$ cat src/rtl/pll_reconfig_seq_pkg.sv
// Shared types and encodings for the PLL counter reconfiguration sequencer.
// Holds the FSM state set plus the altpll_reconfig counter-type and parameter codes.
package pll_reconfig_pkg;

   typedef enum logic [2:0] {
      S_RST_PLL,
      S_RST_REC,
      S_IDLE,
      S_SETUP,
      S_WRITE,
      S_WAIT_BUSY,
      S_RECONFIG,
      S_WAIT_DONE
   } state_t;

   localparam logic [2:0] P_HIGH   = 3'b000;
   localparam logic [2:0] P_LOW    = 3'b001;
   localparam logic [2:0] P_BYPASS = 3'b100;
   localparam logic [2:0] P_ODD    = 3'b101;

   localparam logic [3:0] T_N  = 4'b0000;
   localparam logic [3:0] T_M  = 4'b0001;
   localparam logic [3:0] T_C0 = 4'b0100;

   // Channel 0 is M, channel 1 is N, channel k>=2 is post-scale counter C(k-2).
   function automatic logic [3:0] ch_type(input logic [2:0] ch);
      case (ch)
         3'd0:    return T_M;
         3'd1:    return T_N;
         default: return T_C0 + {1'b0, ch} - 4'd2;
      endcase
   endfunction

   function automatic logic [2:0] item_param(input logic [1:0] item);
      case (item)
         2'd0:    return P_HIGH;
         2'd1:    return P_LOW;
         2'd2:    return P_BYPASS;
         default: return P_ODD;
      endcase
   endfunction

endpackage

$ cat src/rtl/pll_reconfig_seq_if.sv
// Scan-side connection between the sequencer and the altpll_reconfig megafunction.
interface pll_reconfig_seq_if #(
   parameter int FW = 8
);
   logic [3:0]  counter_type_ctr;
   logic [2:0]  counter_param_ctr;
   logic [FW:0] config_data_in;
   logic        write_param_ctr;
   logic        reconfig_ctr;
   logic        reset_ctr;
   logic        busy_ctr;

   modport master (
      output counter_type_ctr, counter_param_ctr, config_data_in,
      output write_param_ctr, reconfig_ctr, reset_ctr,
      input  busy_ctr
   );

   modport slave (
      input  counter_type_ctr, counter_param_ctr, config_data_in,
      input  write_param_ctr, reconfig_ctr, reset_ctr,
      output busy_ctr
   );
endinterface

$ cat src/rtl/pll_reconfig_seq_div_split.sv
// Splits a division factor into altpll high/low counts plus bypass and odd flags.
module pll_div_split #(
   parameter int FW = 8
) (
   input  logic [FW-1:0] i_f,
   output logic [FW:0]   o_high,
   output logic [FW:0]   o_low,
   output logic          o_bypass,
   output logic          o_odd
);

   // NOTE: every output is assigned on every path, so no latch can be inferred.
   always_comb begin
      o_bypass = (i_f <= FW'(1));
      o_odd    = i_f[0];
      if (o_bypass) begin
         // A bypassed counter still needs legal non-zero counts loaded.
         o_high = (FW+1)'(1);
         o_low  = (FW+1)'(1);
      end else begin
         o_low  = {1'b0, i_f} >> 1;
         o_high = o_low + {{FW{1'b0}}, i_f[0]};
      end
   end

endmodule

$ cat src/rtl/pll_reconfig_seq.sv
// Programs NUM_CH PLL counters through the altpll_reconfig scan port, then issues reconfig.
module pll_reconfig_seq
   import pll_reconfig_pkg::*;
#(
   parameter int NUM_CH      = 3,
   parameter int FW          = 8,
   parameter int SETUP_CYC   = 4,
   parameter int RST_CYC     = 10,
   parameter int TIMEOUT_CYC = 255
) (
   input  logic                 clock_ctr,
   input  logic                 sys_reset_n,
   input  logic                 trigger,
   input  logic [NUM_CH*FW-1:0] factors,
   pll_reconfig_seq_if.master   scan,
   output logic                 pll_areset_in_ctr,
   output logic                 pll_pfdena,
   output logic                 idle_state,
   output logic                 done,
   output logic                 timeout_err
);

   localparam int MAX_A = (RST_CYC > SETUP_CYC) ? RST_CYC : SETUP_CYC;
   localparam int MAX_C = (MAX_A > TIMEOUT_CYC) ? MAX_A : TIMEOUT_CYC;
   localparam int CW    = $clog2(MAX_C + 1);

   state_t               r_state;
   logic [CW-1:0]        r_cnt;
   logic [2:0]           r_ch;
   logic [1:0]           r_item;
   logic [NUM_CH*FW-1:0] r_shadow;
   logic [3:0]           r_type;
   logic [2:0]           r_param;
   logic [FW:0]          r_data;
   logic                 r_write, r_reconfig, r_reset_ctr;
   logic                 r_areset, r_idle, r_done, r_timeout;

   logic [FW-1:0] w_f;
   logic [FW:0]   w_high, w_low, w_data;
   logic          w_bypass, w_odd, w_last_ch, w_busy_clear;

   always_comb begin
      w_f = '0;
      for (int k = 0; k < NUM_CH; k++)
         if (r_ch == 3'(k)) w_f = r_shadow[k*FW +: FW];
   end

   pll_div_split #(.FW(FW)) u_split (
      .i_f      (w_f),
      .o_high   (w_high),
      .o_low    (w_low),
      .o_bypass (w_bypass),
      .o_odd    (w_odd)
   );

   always_comb begin
      case (r_item)
         2'd0:    w_data = w_high;
         2'd1:    w_data = w_low;
         2'd2:    w_data = {{FW{1'b0}}, w_bypass};
         default: w_data = {{FW{1'b0}}, w_odd};
      endcase
   end

   assign w_last_ch    = (r_ch == 3'(NUM_CH - 1));
   // Busy from altpll_reconfig lags the strobe by a cycle, so the first wait cycle is ignored.
   assign w_busy_clear = (r_cnt != '0) && !scan.busy_ctr;

   // NOTE: sequential state uses non-blocking assignments so every register samples pre-edge values.
   always_ff @(posedge clock_ctr or negedge sys_reset_n) begin
      if (!sys_reset_n) begin
         r_state     <= S_RST_PLL;
         r_cnt       <= '0;
         r_ch        <= '0;
         r_item      <= '0;
         // NOTE: the shadow is reset too, so an aborted sequence leaves no stale factors behind.
         r_shadow    <= '0;
         r_type      <= '0;
         r_param     <= '0;
         r_data      <= '0;
         r_write     <= 1'b0;
         r_reconfig  <= 1'b0;
         r_reset_ctr <= 1'b0;
         r_areset    <= 1'b1;
         r_idle      <= 1'b0;
         r_done      <= 1'b0;
         r_timeout   <= 1'b0;
      end else begin
         r_write     <= 1'b0;
         r_reconfig  <= 1'b0;
         r_reset_ctr <= 1'b0;
         r_done      <= 1'b0;
         case (r_state)
            S_RST_PLL: begin
               if (r_cnt == CW'(RST_CYC - 1)) begin
                  r_areset    <= 1'b0;
                  r_reset_ctr <= 1'b1;
                  r_cnt       <= '0;
                  r_state     <= S_RST_REC;
               end else begin
                  r_cnt <= r_cnt + 1'b1;
               end
            end
            S_RST_REC: begin
               r_idle  <= 1'b1;
               r_state <= S_IDLE;
            end
            S_IDLE: begin
               if (trigger) begin
                  r_shadow  <= factors;
                  r_ch      <= '0;
                  r_item    <= '0;
                  r_timeout <= 1'b0;
                  r_idle    <= 1'b0;
                  r_cnt     <= '0;
                  r_state   <= S_SETUP;
               end
            end
            S_SETUP: begin
               r_type  <= ch_type(r_ch);
               r_param <= item_param(r_item);
               r_data  <= w_data;
               if (r_cnt == CW'(SETUP_CYC)) begin
                  r_write <= 1'b1;
                  r_cnt   <= '0;
                  r_state <= S_WRITE;
               end else begin
                  r_cnt <= r_cnt + 1'b1;
               end
            end
            S_WRITE: begin
               r_cnt   <= '0;
               r_state <= S_WAIT_BUSY;
            end
            S_RECONFIG: begin
               r_cnt   <= '0;
               r_state <= S_WAIT_DONE;
            end
            S_WAIT_BUSY, S_WAIT_DONE: begin
               r_cnt <= r_cnt + 1'b1;
               if (w_busy_clear) begin
                  r_cnt <= '0;
                  if (r_state == S_WAIT_DONE) begin
                     r_done  <= 1'b1;
                     r_idle  <= 1'b1;
                     r_state <= S_IDLE;
                  end else if (r_item != 2'd3) begin
                     r_item  <= r_item + 2'd1;
                     r_state <= S_SETUP;
                  end else if (!w_last_ch) begin
                     r_ch    <= r_ch + 3'd1;
                     r_item  <= '0;
                     r_state <= S_SETUP;
                  end else begin
                     r_reconfig <= 1'b1;
                     r_state    <= S_RECONFIG;
                  end
               end else if (r_cnt == CW'(TIMEOUT_CYC - 1)) begin
                  r_timeout <= 1'b1;
                  r_areset  <= 1'b1;
                  r_type    <= '0;
                  r_param   <= '0;
                  r_data    <= '0;
                  r_cnt     <= '0;
                  r_state   <= S_RST_PLL;
               end
            end
            default: begin
               r_areset <= 1'b1;
               r_cnt    <= '0;
               r_state  <= S_RST_PLL;
            end
         endcase
      end
   end

   assign scan.counter_type_ctr  = r_type;
   assign scan.counter_param_ctr = r_param;
   assign scan.config_data_in    = r_data;
   assign scan.write_param_ctr   = r_write;
   assign scan.reconfig_ctr      = r_reconfig;
   assign scan.reset_ctr         = r_reset_ctr;
   assign pll_areset_in_ctr      = r_areset;
   assign pll_pfdena             = 1'b1;
   assign idle_state             = r_idle;
   assign done                   = r_done;
   assign timeout_err            = r_timeout;

endmodule

$ cat src/flat_wrapper.sv
// flat-port wrapper written by rule: the top's interface ports become plain ports
module pll_reconfig_seq_flat import pll_reconfig_pkg::*;
#(
   parameter int NUM_CH      = 3,
   parameter int FW          = 8,
   parameter int SETUP_CYC   = 4,
   parameter int RST_CYC     = 10,
   parameter int TIMEOUT_CYC = 255
)
  (clock_ctr, sys_reset_n, trigger, factors, pll_areset_in_ctr, pll_pfdena, idle_state, done, timeout_err, scan_counter_type_ctr, scan_counter_param_ctr, scan_config_data_in, scan_write_param_ctr, scan_reconfig_ctr, scan_reset_ctr, scan_busy_ctr);
  pll_reconfig_seq_if #(.FW(FW)) scan_i ();
  input  logic clock_ctr;
  input  logic sys_reset_n;
  input  logic trigger;
  input  logic [NUM_CH*FW-1:0] factors;
  output logic pll_areset_in_ctr;
  output logic pll_pfdena;
  output logic idle_state;
  output logic done;
  output logic timeout_err;
  output wire logic [$bits(scan_i.counter_type_ctr)-1:0] scan_counter_type_ctr;
  output wire logic [$bits(scan_i.counter_param_ctr)-1:0] scan_counter_param_ctr;
  output wire logic [$bits(scan_i.config_data_in)-1:0] scan_config_data_in;
  output wire logic [$bits(scan_i.write_param_ctr)-1:0] scan_write_param_ctr;
  output wire logic [$bits(scan_i.reconfig_ctr)-1:0] scan_reconfig_ctr;
  output wire logic [$bits(scan_i.reset_ctr)-1:0] scan_reset_ctr;
  input wire logic [$bits(scan_i.busy_ctr)-1:0] scan_busy_ctr;
  assign scan_counter_type_ctr = scan_i.counter_type_ctr;
  assign scan_counter_param_ctr = scan_i.counter_param_ctr;
  assign scan_config_data_in = scan_i.config_data_in;
  assign scan_write_param_ctr = scan_i.write_param_ctr;
  assign scan_reconfig_ctr = scan_i.reconfig_ctr;
  assign scan_reset_ctr = scan_i.reset_ctr;
  assign scan_i.busy_ctr = scan_busy_ctr;
  pll_reconfig_seq #(.NUM_CH(NUM_CH), .FW(FW), .SETUP_CYC(SETUP_CYC), .RST_CYC(RST_CYC), .TIMEOUT_CYC(TIMEOUT_CYC)) u_core (.clock_ctr(clock_ctr), .sys_reset_n(sys_reset_n), .trigger(trigger), .factors(factors), .scan(scan_i), .pll_areset_in_ctr(pll_areset_in_ctr), .pll_pfdena(pll_pfdena), .idle_state(idle_state), .done(done), .timeout_err(timeout_err));
endmodule
$ cat config.mk
export PLATFORM = sky130hd
export DESIGN_NAME = pll_reconfig_seq_flat
export DESIGN_NICKNAME = d
export VERILOG_FILES = /design/src/rtl/pll_reconfig_seq_pkg.sv /design/src/rtl/pll_reconfig_seq_if.sv /design/src/rtl/pll_reconfig_seq_div_split.sv /design/src/rtl/pll_reconfig_seq.sv /design/src/flat_wrapper.sv
export SDC_FILE = /design/constraint.sdc
export NUM_CORES = 1
export LEC_CHECK = 0
export BUFFER_PORTS_ARGS = -buffer_cell sky130_fd_sc_hd__buf_4
export CAP_MARGIN = 20
export CORE_ASPECT_RATIO = 0.75
export CORE_UTILIZATION = 30
export DETAILED_ROUTE_END_ITERATION = 8
export RECOVER_POWER = 50
export SLEW_MARGIN = 25
export SYNTH_ARGS = -nofsm -noshare
export SYNTH_HDL_FRONTEND = slang
export SYNTH_SLANG_ARGS = --single-unit
$ cat constraint.sdc
create_clock -name clock_ctr -period 4.4 [get_ports clock_ctr]
set_clock_uncertainty 0.05 [all_clocks]
set_input_delay 0.44 -clock clock_ctr [delete_from_list [all_inputs] [get_ports clock_ctr]]
set_output_delay 0.44 -clock clock_ctr [all_outputs]
set_load 0.1 [all_outputs]
# [Yosys cells after proc, flatten, opt, wreduce, memory -nomap -nowiden]
# Index checks and enable logic that the tools add are counted.
[word_totals] ff_bits=63 input_bits=28 elab_cells=135
[op_classes] add_sub_neg=6 magnitude_cmp=1 n_eq_ne=27 n_mux=64 n_reduce_logical=22
[ops] cell="two-way mux 8 bit" n=8
[ops] cell="two-way mux 3 bit" n=14
[ops] cell="one-hot mux 8 bit (5 select lines)" n=1
[ops] cell="two-way mux 9 bit" n=3
[ops] cell="one-hot mux 9 bit (3 select lines)" n=1
[ops] cell="one-hot mux 3 bit (7 select lines)" n=1
[ops] cell="two-way mux 1 bit" n=18
[ops] cell="one-hot mux 9 bit (2 select lines)" n=1
[ops] cell="one-hot mux 4 bit (2 select lines)" n=2
[ops] cell="AND reduction 4 bit" n=4
[ops] cell="equality test 3 bit, second input constant" n=4
[ops] cell="!= test 2 bit, second input constant" n=6
[ops] cell="one-hot mux 3 bit (2 select lines)" n=2
[ops] cell="two-way mux 2 bit" n=5
[ops] cell="!= test 2 x 1 -> 1 bit, second input constant" n=5
[ops] cell="equality test 3 x 2 -> 1 bit, second input constant" n=3
[ops] cell="one-hot mux 3 bit (3 select lines)" n=1
[ops] cell="adder 7 x 1 -> 8 bit" n=1
[ops] cell="adder 8 x 1 -> 8 bit, second input constant" n=1
[ops] cell="equality test 8 x 3 -> 1 bit, second input constant" n=1
[ops] cell="equality test 8 x 4 -> 1 bit, second input constant" n=1
[ops] cell="equality test 8 bit, second input constant" n=1
[ops] cell="<= comparator 8 x 1 -> 1 bit, second input constant" n=1
[ops] cell="two-way mux 4 bit" n=2
[ops] cell="26 further kinds" n=33

# [Longest topological paths before layout]
# Gate-level depths: netlist of run 1.
[depth] depth_word=8 ltp_mapped=13 depth_no_buf=12

# [Hierarchy]
# A second synthesis of run 1 with hierarchy kept.
[hier_totals] hier_cells=341 hier_area_um2=3429.5
[modules_own_cells] module="pll_reconfig_seq" n_inst=1 cells_per_inst=303 area_per_inst_um2=3188.1 seq_area_each_um2=1552.7
[modules_own_cells] module="pll_div_split" n_inst=1 cells_per_inst=38 area_per_inst_um2=241.5 seq_area_each_um2=0.0

# [Least setup slack after synthesis of run 1]
# No wires, ideal clock.
[synth_timing] path_kind="reg2reg" start="reg u_core.r_ch[0]" end="reg u_core.r_data[7] (netlist: u_core.scan.config_data_in[7])" setup_ps=92 arrival_ps=2312 required_time_ps=4258 path_slack_ps=1946 stages_incl_launch_ff=14 n_path_buf=2 synth_period_minus_slack_ps=2454 path_cell_list="dfrtp_1 -> inv_1 -> ha_1 -> buf_4 -> buf_2 -> a221oi_1 -> nor3_1 -> inv_1 -> ha_1 -> o22ai_1 -> nor4_1 -> nand3_1 -> nand3_2 -> o31ai_2"
[synth_via] elab_chain_cells=8 elab_cells_between_ends=11
[synth_rtl] item="start, declared" line_no="pll_reconfig_seq.sv:29" source="logic [2:0] r_ch;"
[synth_rtl] item="start signal, assigned" line_no="pll_reconfig_seq.sv:151" source="r_ch <= r_ch + 3'd1;"
[synth_rtl] item="logical NOT 3 bit" line_no="pll_reconfig_seq.sv:45" source="if (r_ch == 3'(k)) w_f = r_shadow[k*FW +: FW];"
[synth_rtl] item="two-way mux 8 bit (2 in a row)" line_no="pll_reconfig_seq.sv:45"
[synth_rtl] item="two-way mux 8 bit *" line_no="pll_reconfig_seq.sv:45"
[synth_rtl] item="adder 7 x 1 -> 8 bit / <= comparator 8 x 1 -> 1 bit (equally long branches)" line_no="pll_reconfig_seq_div_split.sv:22, pll_reconfig_seq_div_split.sv:14"
[synth_rtl] item="two-way mux 9 bit *" line_no="pll_reconfig_seq_div_split.sv:16" source="if (o_bypass) begin"
[synth_rtl] item="one-hot mux 9 bit (3 select lines) *" line_no="pll_reconfig_seq.sv:57" source="case (r_item)"
[synth_rtl] item="one-hot mux 9 bit (2 select lines) *" line_no="pll_reconfig_seq.sv:93" source="case (r_state)"
[synth_rtl] item="end signal, assigned" line_no="pll_reconfig_seq.sv:122" source="r_data <= w_data;"
[synth_rtl] item="end, declared" line_no="pll_reconfig_seq.sv:34" source="logic [FW:0] r_data;"
# Every way passes the cells marked *; elsewhere a longest branch is shown, timed or not.
# A chain may end at the register's enable or synchronous reset.

# [Final worst setup path of run 1]
[layout_timing] start="reg u_core.r_ch[1]" end="reg u_core.r_data[7] (netlist: u_core.scan.config_data_in[7])"
# The elaborated chain is that of the path after synthesis.

==> results of run 1 <==
[cell type report]
type | instances | share of cell area
clock inverter | 6 | 0.01513
clock buffer | 10 | 0.05779
sequential | 61 | 0.3694
tap | 140 | 0.04236
inverter | 25 | 0.02269
multi-input combinational | 246 | 0.4127
timing repair buffer | 49 | 0.07988
[power breakdown]
group | leakage [µW] | switching (µW) | internal [µW]
registers | 0.000779 | 167 | 763
clock network | 0.000140 | 253 | 451
logic | 0.000918 | 919 | 405
[registers in the layout, summed over array words and instances, names as in the netlist, 2 cells and up]
signal                         flops
u_core.scan.counter_type_ctr       4
u_core.r_item                      2
u_core.r_ch                        3
u_core.r_cnt                       8
u_core.scan.counter_param_ctr      2
u_core.r_state                     3
u_core.r_shadow                   24
u_core.scan.config_data_in         8
[per-stage QoR]
stage	worst slack [ps]	std cells	power, µW
4_1_cts	1379	537	3001
3_5_place_dp	1414	521	2278
3_3_place_gp	1575	521	2257
6_report	1331	537	2959
2_1_floorplan	1946	349	1957
5_1_grt	1150	537	3135
[cell usage after synthesis, types with 6 or more instances]
library cell	instances	area (µm²)
a21oi_1	16	80.08
a22oi_1	6	45.04
buf_2	8	40.04
dfrtp_1	60	1501
ha_1	17	212.7
inv_1	25	93.84
mux2_2	17	191.4
nand2_1	38	142.6
nand3_1	9	45.04
nor2_1	21	78.83
nor3_1	7	35.03
o21ai_0	28	140.1
[logic make-up (layout without fill, tap and decap cells)]
| group | after synthesis | count (layout) | share of synthesized area |
|---|---|---|---|
| multiplexers | 17 | 17 | 0.05606 |
| AND/OR/NAND/NOR | 115 | 115 | 0.1807 |
| flip-flops | 61 | 61 | 0.4474 |
| AO/OA/AOI/OAI | 90 | 90 | 0.1865 |
| other | 2 | 3 | 0.002199 |
| XOR/XNOR | 4 | 4 | 0.01026 |
| buffers and inverters | 42 | 90 | 0.05460 |
| adder cells (fa/ha/maj) | 17 | 17 | 0.06229 |
[worst max-delay path, stage by stage, from the launching register on]
cell,delay [ps]
dfrtp_1,460
inv_1,120
ha_1,480
and2b_1,280
a221oi_1,340
a211o_1,210
inv_1,80
ha_1,180
o22ai_1,160
nor4_1,60
nand3_1,140
nand3_2,160
o31ai_2,270
[final timing paths]
kind,end,slack [ps]
min,u_core.r_cnt[4],120
min in group clock_ctr,u_core.r_shadow[16],260
max reg2reg,u_core.scan.config_data_in[7],1330
max in group asynchronous,u_core.r_shadow[9],3640
min reg2reg,u_core.scan.counter_type_ctr[2],440
max,u_core.scan.config_data_in[7],1330
[routing by layer]
layer / vias up / routed length [µm]
met2: 73 / 3238
met1: 1322 / 4108
li1: 1334 / -
met5: - / 0
met3: 4 / 518
met4: 0 / 67
==> impl_metrics.csv, run 1 <==
group,metric,value,unit
power_and_ir_drop,leakage,0.001837,µW
cells_and_area,mostFrequentLayoutCell,"dfrtp_1",
routing,vias,2733,
sta,rsz0062_at_grt,"no",
yosys,synthArstFlopShare,1.000,
routing,drcViolationCount,12,
placement,gp_congestion,0.8882,
cts,postCtsSetupBuffers,0,
yosys,avgSynthCellArea,9.812,µm²
routing,dr.pass1.iters,6,
cells_and_area,regArea,1528,µm²
sta,setup_tns,0,ps
sta,maxClockFrequency,325.9,MHz
placement,dpl_cell_area,3871,µm²
cts,cts_buffers,9,
job,maxCapViolations,0,
cells_and_area,syn2layout_area_growth,21.11,%
sta,finalHoldViolations,0,
cells_and_area,finalNetCount,437,
cells_and_area,n_antenna_cell,0,
sta,setup_violations,0,
global_routing,antenna_found_initial,0,
cts,clk_pin_slew,60,ps
global_routing,grt_util_met3,0.04816,
floorplanning,die_area,11820,µm²
floorplanning,die_w,125.2,µm
yosys,syn_area,3415,µm²
critical_path,crit_required,4590,ps
critical_path,crit_type,"reg2reg",
floorplanning,start_util,0.3109,
cells_and_area,final_cell_mix,"dfrtp_1 (60), buf_4 (39), nand2_1 (38)",
routing,wl,7933,µm
cts,cts.sinks,61,
floorplanning,core_area,10980,µm²
global_routing,grt_use_total,0.1449,
critical_path,crit_path_start_kind,"flop",
critical_path,crit_path_end_kind,"flop",
routing,avgRoutedWirePerCell,14.77,µm
cts,htree_levels,3,
cells_and_area,multi_input_area,1707,µm²
sta,slew_viol_final,0,
cts,root_buffer,"clkbuf_16",
yosys,syn_inst,348,
power_and_ir_drop,powerDensity,715.5,nW/µm²
outcome,violations,"design-rule violations",
cells_and_area,postLayoutCoreUtil,0.3765,
global_routing,grt_use_met1,0.2089,
sta,finalCritPeriodShare,0.6974,
global_routing,grt_busiest_layer,"met1",
global_routing,use_met2,0.1955,
floorplanning,rows,33,
cells_and_area,n_fill_cell,1105,
global_routing,grt.overflow.total,0,
floorplanning,ios,52,
yosys,yosysWarnings,0,
sta,max-slew-margin-rel,0.2167,
sta,hold_ws,123.4,ps
critical_path,critical_path.max_fanout,17,
critical_path,arrival,3260,ps
yosys,yosysUniqueCellTypes,57,
critical_path,reg2reg_from,"u_core.r_ch[1]",
routing,viasPerCell,5.089,
sta,worst_pin_slew,1180,ps
critical_path,critical_path.startpoint,"u_core.r_ch[1]",
cts,ctsHoldBuffers,0,
cts,cts_resized,0,
placement,dp_hpwl,5791,µm
outcome,status,"finished with violations",
hold_path,hold_class,"in2async",
critical_path,reg2reg_depth,12,
global_routing,grt_pass1_wl,13070,µm
sta,finalCriticalPeriod,3069,ps
global_routing,grt_pass1_vias,2521,
yosys,seq_area_frac_synth,0.4474,
routing,ant_nets,0,
floorplanning,dieHeight,94.39,µm
cells_and_area,design_area,4135,µm²
yosys,synth-seq-cells,61,
global_routing,grt_max_degree,62,
yosys,synth_edf_count,0,
cts,clk_path_buf_depth,2,
routing,drtIter0Drc,162,
yosys,synth_ff_type,"dfrtp_1",
power_and_ir_drop,irDropWorstVdd,233.6,µV
placement,port_buffers,48,
cts,cts_tree,"yes",
cts,clk_latency,330,ps
cells_and_area,drive_above_1_share,0.2343,
Note: power is estimated with default switching activity, not from simulation.
==> run 2, diff against run 1 <==
==> constraint.sdc (replaced) <==
create_clock -name clock_ctr -period 3 [get_ports clock_ctr]
set_clock_uncertainty 0.05 [all_clocks]
set_input_delay 0.3 -clock clock_ctr [delete_from_list [all_inputs] [get_ports clock_ctr]]
set_output_delay 0.3 -clock clock_ctr [all_outputs]
set_load 0.1 [all_outputs]
==> run 2 against run 1 <==
The run ends with design-rule violations, max-capacitance violations, max-slew violations left. Wire length up 1.0%. Non-clock buffer count up 4. Worst setup slack worse by 1100 ps. Die area unchanged. Cell count up 0.74%. Critical path depth unchanged. Highest routed layer unchanged.
==> impl_metrics.csv, run 2 (same netlist as run 1, synthesis figures left out) <==
group,metric,value,unit
outcome,status,"finished with violations",
outcome,violations,"design-rule violations, max-capacitance violations, max-slew violations",
power_and_ir_drop,power_frac_seq,0.305,
job,maxCapViolations,1,
power_and_ir_drop,p_sw,1950,µW
floorplanning,rows,33,
routing,vias,2739,
power_and_ir_drop,internal_power,2478,µW
sta,slew_viol_final,62,
critical_path,crit_type,"reg2reg",
global_routing,grt_pass1_wl,13080,µm
global_routing,grt_max_degree,62,
critical_path,crit_path_end_kind,"flop",
floorplanning,start_util,0.3109,
global_routing,antenna_found_initial,0,
sta,rsz0062_at_grt,"no",
cells_and_area,mostFrequentLayoutCell,"dfrtp_1",
sta,setup_tns,0,ps
sta,finalHoldViolations,0,
cts,cts_buffers,9,
sta,finalCritPeriodShare,0.9283,
cells_and_area,n_antenna_cell,0,
cells_and_area,top_register,"u_core.r_shadow",
cts,clk_pin_slew,50,ps
sta,setup_violations,0,
cells_and_area,final_cell_mix,"dfrtp_1 (58), buf_4 (42), nand2_1 (38)",
critical_path,crit_path_start_kind,"flop",
routing,dr.pass1.iters,9,
routing,viasPerCell,5.063,
cts,postCtsSetupBuffers,0,
routing,ant_nets,0,
global_routing,grt.overflow.total,0,
placement,dpl_cell_area,3901,µm²
cells_and_area,syn2layout_area_growth,23.01,%
cts,cts_tree,"yes",
sta,hold_ws,131.6,ps
cells_and_area,design_area,4200,µm²
cells_and_area,largest_reg_flops,24,
cts,clk_path_buf_depth,2,
cts,htree_levels,3,
routing,drcViolationCount,10,
critical_path,critical_path.max_fanout,7,
power_and_ir_drop,powerDensity,1054,nW/µm²
cts,root_buffer,"clkbuf_16",
sta,maxClockFrequency,359.1,MHz
routing,wl,8016,µm
routing,drtIter0Drc,175,
critical_path,arrival,2970,ps
cells_and_area,n_fill_cell,1107,
power_and_ir_drop,pwr-share-comb,0.445,
routing,avgRoutedWirePerCell,14.82,µm
critical_path,slowest_delay,440,ps
cts,clk_latency,330,ps
global_routing,grt_use_total,0.1441,
cells_and_area,finalNetCount,441,
critical_path,crit_required,3180,ps
floorplanning,core_area,10980,µm²
sta,worst_pin_slew,1533,ps
cts,ctsHoldBuffers,0,
floorplanning,die_area,11820,µm²
hold_path,hold_class,"in2reg",
cells_and_area,drive_above_1_share,0.2494,
sta,finalCriticalPeriod,2785,ps
floorplanning,die_w,125.2,µm
global_routing,grt_pass1_vias,2554,
placement,port_buffers,48,
placement,gp_congestion,0.9288,
power_and_ir_drop,irDropWorstVdd,336.8,µV
power_and_ir_drop,leakage,0.001880,µW
critical_path,cpMaxStageDelayCell,"dfrtp_2",
power_and_ir_drop,pwr-share-clk,0.250,
power_and_ir_drop,sw_frac_of_total,0.4403,
cts,cts_resized,0,
floorplanning,ios,52,
critical_path,path_cells,"inv_1, ha_1, and2b_1, a221oi_1, a211o_1, inv_1, ha_1, o22ai_1, nor4_1, nand3_1, nand3_2, o31ai_2",
cts,cts.sinks,61,
floorplanning,dieHeight,94.39,µm
placement,dp_hpwl,5935,µm
sta,max-slew-margin-rel,-0.02221,
==> run 2: changes by cell type in the layout (fill, tap and decap cells not counted), sizes merged <==
| cell | change |
|---|---|
| buf | +3 |
| clkbuf | +5 |
| clkinv | -2 |
| clkinvlp | -2 |
==> run 2: path summary, 6_finish.rpt <==
check	endpoint	slack, ps	from	depth (start not counted)
max reg2reg	u_core.scan.config_data_in[7]	210	u_core.r_ch[1]	12
min	u_core.r_shadow[16]	130	factors[16]	3
max	u_core.scan.config_data_in[7]	210	u_core.r_ch[1]	12
max in group asynchronous	u_core.r_ch[1]	1580	sys_reset_n	1
min in group asynchronous	u_core.r_cnt[4]	300	sys_reset_n	1
min reg2reg	u_core.pll_areset_in_ctr	450	u_core.pll_areset_in_ctr	2
==> run 2: area by class of cell <==
cell class | instances | area, µm² | share of cell area
Clock inverter | 2 | 37.54 | 0.008937
Timing Repair Buffer | 53 | 357.8 | 0.08520
Multi-Input combinational cell | 246 | 1712 | 0.4075
Inverter | 25 | 93.84 | 0.02234
Clock buffer | 14 | 294.0 | 0.07000
Sequential cell | 61 | 1530 | 0.3643
Tap cell | 140 | 175.2 | 0.04170
==> run 2: layer usage <==
layer	share of wire	global-route usage
met1	0.51	0.2076
met2	0.42	0.2048
met3	0.055	0.03626
met4	0.016	0.05793
met5	0	0
==> run 2: critical path: cells and delay by family (launching register included) <==
kind / cells / cell delay (ps)
simple gates: 4 / 610
flops: 1 / 440
buf+inv: 2 / 160
fa+ha+maj: 2 / 450
compound gates: 4 / 990
==> run 2: metrics by stage <==
step / util / instances / total power [µW] / setup WS, ps
2_1_floorplan: - / 349 / 2870 / 545.7
3_3_place_gp: 0.3552 / 525 / 3330 / 377.7
3_5_place_dp: 0.3552 / 525 / 3358 / 207.5
4_1_cts: 0.3854 / 541 / 4489 / 173.0
5_1_grt: 0.3824 / 541 / 4692 / 12.64
6_report: 0.3824 / 541 / 4428 / 215.0
==> run 2: power by group through the flow <==
stage	combinational [µW]	sequential [µW]	clock [µW]
after floorplan	1030	1840	0
after global placement	1960	1370	0
after detailed placement	1990	1370	0
after CTS	2000	1360	1130
after global routing	2130	1400	1170
final	1970	1350	1110
==> run 3, diff against run 2 <==
--- a/config.mk
+++ b/config.mk
@@ -5,6 +5,7 @@
 export SDC_FILE = /design/constraint.sdc
 export NUM_CORES = 1
 export LEC_CHECK = 0
+export ABC_AREA = 1
 export BUFFER_PORTS_ARGS = -buffer_cell sky130_fd_sc_hd__buf_4
 export CAP_MARGIN = 20
 export CORE_ASPECT_RATIO = 0.75
==> run 3 against run 2 <==
The flow still finishes with violations (design-rule violations, max-capacitance violations, max-slew violations). Largest power group unchanged. Synthesized cell count up 31%. Utilization is 0.20 points lower. Sequential cell count did not move. Die area rose by 0.61%. Wire length shrank 0.46%. Cell count up 20%. Non-clock buffer count fell by 1. Clock-buffer cell count fell by 3. Largest cell class unchanged.
==> impl_metrics.csv, run 3 <==
group,metric,value,unit
sta,finalCriticalPeriod,2669,ps
cells_and_area,n_fill_cell,1164,
placement,gp_congestion,0.8607,
routing,ant_nets,0,
floorplanning,ios,52,
global_routing,grt_pass1_vias,2949,
routing,drtIter0Drc,212,
floorplanning,dieHeight,94.68,µm
placement,port_buffers,48,
cells_and_area,syn2layout_area_growth,22.07,%
critical_path,cpMostUsedCell,"nand2_1",
yosys,yosysMostFrequentCell,"nand2_1",
outcome,status,"finished with violations",
yosys,yosysTopAreaCellShare,0.4370,
cts,htree_levels,3,
cts,clk_latency,330,ps
cells_and_area,design_area,4194,µm²
critical_path,reg2reg_from,"u_core.r_ch[1]",
cts,postCtsSetupBuffers,0,
cells_and_area,multi_input_area,1649,µm²
yosys,synth_ff_type,"dfrtp_1",
yosys,yosysUniqueCellTypes,37,
placement,dpl_cell_area,3928,µm²
critical_path,crit_type,"reg2reg",
yosys,seq_area_frac_synth,0.4446,
outcome,violations,"design-rule violations, max-capacitance violations, max-slew violations",
sta,rsz0062_at_grt,"no",
critical_path,r2r-end,"u_core.scan.config_data_in[6]",
critical_path,cpMaxStageDelayCell,"dfrtp_1",
yosys,synth_edf_count,0,
critical_path,slowest_delay,410,ps
cts,root_buffer,"clkbuf_16",
cts,cts_buffers,9,
critical_path,path_cells,"inv_1, ha_2, inv_2, nor2_4, nor2_2, nor2_4, o211ai_1, nand2_1, inv_1, ha_1, or2_2, nand3_1, nor2_1, nand2_2, nand2_1, nor2_1, nand2_1, nand3_1",
floorplanning,die_area,11890,µm²
cells_and_area,finalNetCount,551,
sta,finalHoldViolations,0,
cts,clk_pin_slew,50,ps
floorplanning,start_util,0.3117,
critical_path,crit_required,3220,ps
yosys,synthArstFlopShare,1.000,
floorplanning,die_w,125.6,µm
cts,cts.sinks,61,
hold_path,hold_end,"u_core.r_shadow[4]",
global_routing,grt_pass1_wl,13720,µm
sta,worst_pin_slew,1516,ps
cells_and_area,top_register,"u_core.r_shadow",
sta,setup_tns,0,ps
placement,dp_hpwl,6055,µm
global_routing,grt.overflow.total,0,
hold_path,hold_class,"in2reg",
floorplanning,rows,33,
critical_path,crit_path_end_kind,"flop",
sta,max-slew-margin-rel,-0.01078,
yosys,syn_inst,455,
critical_path,arrival,2880,ps
cells_and_area,final_cell_mix,"nand2_1 (161), dfrtp_1 (60), inv_1 (48)",
routing,viasPerCell,4.542,
routing,dr.pass1.iters,7,
power_and_ir_drop,leakage,0.002211,µW
yosys,avgSynthCellArea,7.551,µm²
critical_path,crit_path_start_kind,"flop",
cells_and_area,drive_above_1_share,0.1627,
hold_path,hold_start,"factors[4]",
power_and_ir_drop,irDropWorstVdd,710.1,µV
critical_path,critical_path.max_fanout,8,
sta,setup_violations,0,
yosys,syn_area,3436,µm²
cells_and_area,largest_reg_flops,24,
floorplanning,core_area,11020,µm²
sta,finalCritPeriodShare,0.8897,
routing,drcViolationCount,5,
cells_and_area,regArea,1528,µm²
routing,avgRoutedWirePerCell,12.28,µm
cts,clk_path_buf_depth,2,
sta,slew_viol_final,62,
yosys,synth_top_area_cell,"dfrtp_1",
job,maxCapViolations,1,
global_routing,grt_max_degree,62,
power_and_ir_drop,powerDensity,1064,nW/µm²
critical_path,reg2reg_depth,18,
sta,hold_ws,119.5,ps
cells_and_area,mostFrequentLayoutCell,"nand2_1",
routing,wl,7979,µm
global_routing,antenna_found_initial,0,
routing,vias,2952,
yosys,synth_area_leaders,"dfrtp_1 (44%), nand2_1 (18%), ha_1 (6.2%)",
yosys,synth-seq-cells,61,
global_routing,grt_use_total,0.1488,
yosys,synthTopCellsByCount,"nand2_1 (161), dfrtp_1 (60), inv_1 (48)",
sta,maxClockFrequency,374.7,MHz
hold_path,hold-path-cell-count,3,
cells_and_area,n_antenna_cell,0,
critical_path,r2r_slack,330,ps
yosys,yosysWarnings,0,
cts,cts_tree,"yes",
## run 3: cell types whose count changed after synthesis, sizes merged, moves of 6 or more
cell and change:
a21oi -9, a221oi -8, a22oi -6, inv +26, mux2 -17, nand2 +130
nand3 +32, nor2 +17, o21ai -13
## run 3: area by class of cell
type | instances | share of cell area
repair buffers | 52 | 0.08353
flip-flops and latches | 61 | 0.3643
clock inverters | 4 | 0.01134
inverters | 51 | 0.04564
well taps | 140 | 0.04177
clock buffers | 11 | 0.06026
multi-input cells | 331 | 0.3932
## run 3: cells by family (layout without fill, tap and decap cells)
kind of cell	count (synthesis)	count (layout)	synth area share
simple gates	270	270	0.3409
buf+inv	64	118	0.07902
flops	61	61	0.4446
compound gates	36	36	0.05863
fa+ha+maj	17	17	0.06191
xor+xnor	5	5	0.01275
other cells	2	3	0.002186
## run 3: stage by stage
stage	setup slack, ps	std cells	utilization	power [µW]
floorplan	540.2	456	-	2955
global placement	356.6	635	0.3563	3432
detailed placement	223.3	635	0.3563	3456
CTS	205.8	650	0.3835	4517
global route	58.71	650	0.3804	4802
finish	330.9	650	0.3804	4462
## run 3: worst max path at each step
stage | slack [ps] | end | startpoint | depth (start not counted)
3_3_place_gp | 360 | u_core.scan.config_data_in[7] | u_core.r_ch[1] | 18
2_1_floorplan | 540 | u_core.scan.config_data_in[7] | u_core.r_ch[1] | 15
5_1_grt | 60 | u_core.scan.config_data_in[6] | u_core.r_ch[1] | 18
6_report | 330 | u_core.scan.config_data_in[6] | u_core.r_ch[1] | 18
4_1_cts | 210 | u_core.scan.config_data_in[4] | u_core.r_ch[1] | 17
3_5_place_dp | 220 | u_core.scan.config_data_in[4] | u_core.r_ch[1] | 17
## run 3: repair_timing
item / 4_1_cts / 5_1_grt
hold buffers: 0 / 0
setup endpoints to repair: 0 / 6
resized for setup: 0 / 3
## run 3: where the power goes
part           internal (µW)  total [µW]  switching [µW]
Sequential              1110        1300             190
Clock                    679        1030             353
Combinational            595        2130            1540
## run 3: per-layer routing
| metal | routed length, µm | track usage | vias up | part of all wire |
|---|---|---|---|---|
| li1 | - | - | 1524 | - |
| met1 | 3991 | 0.1917 | 1347 | 0.50 |
| met2 | 3392 | 0.2324 | 69 | 0.43 |
| met3 | 471 | 0.05042 | 12 | 0.059 |
| met4 | 124 | 0.05488 | 0 | 0.016 |
| met5 | 0 | 0 | - | 0 |
## run 3: worst max-delay path, delay by kind of cell (launching register included)
kind                     cells  cell delay, ps
AO/OA/AOI/OAI                1             100
flip-flops                   1             410
buffers and inverters        3             280
AND/OR/NAND/NOR             12            1320
adder cells (fa/ha/maj)      2             450
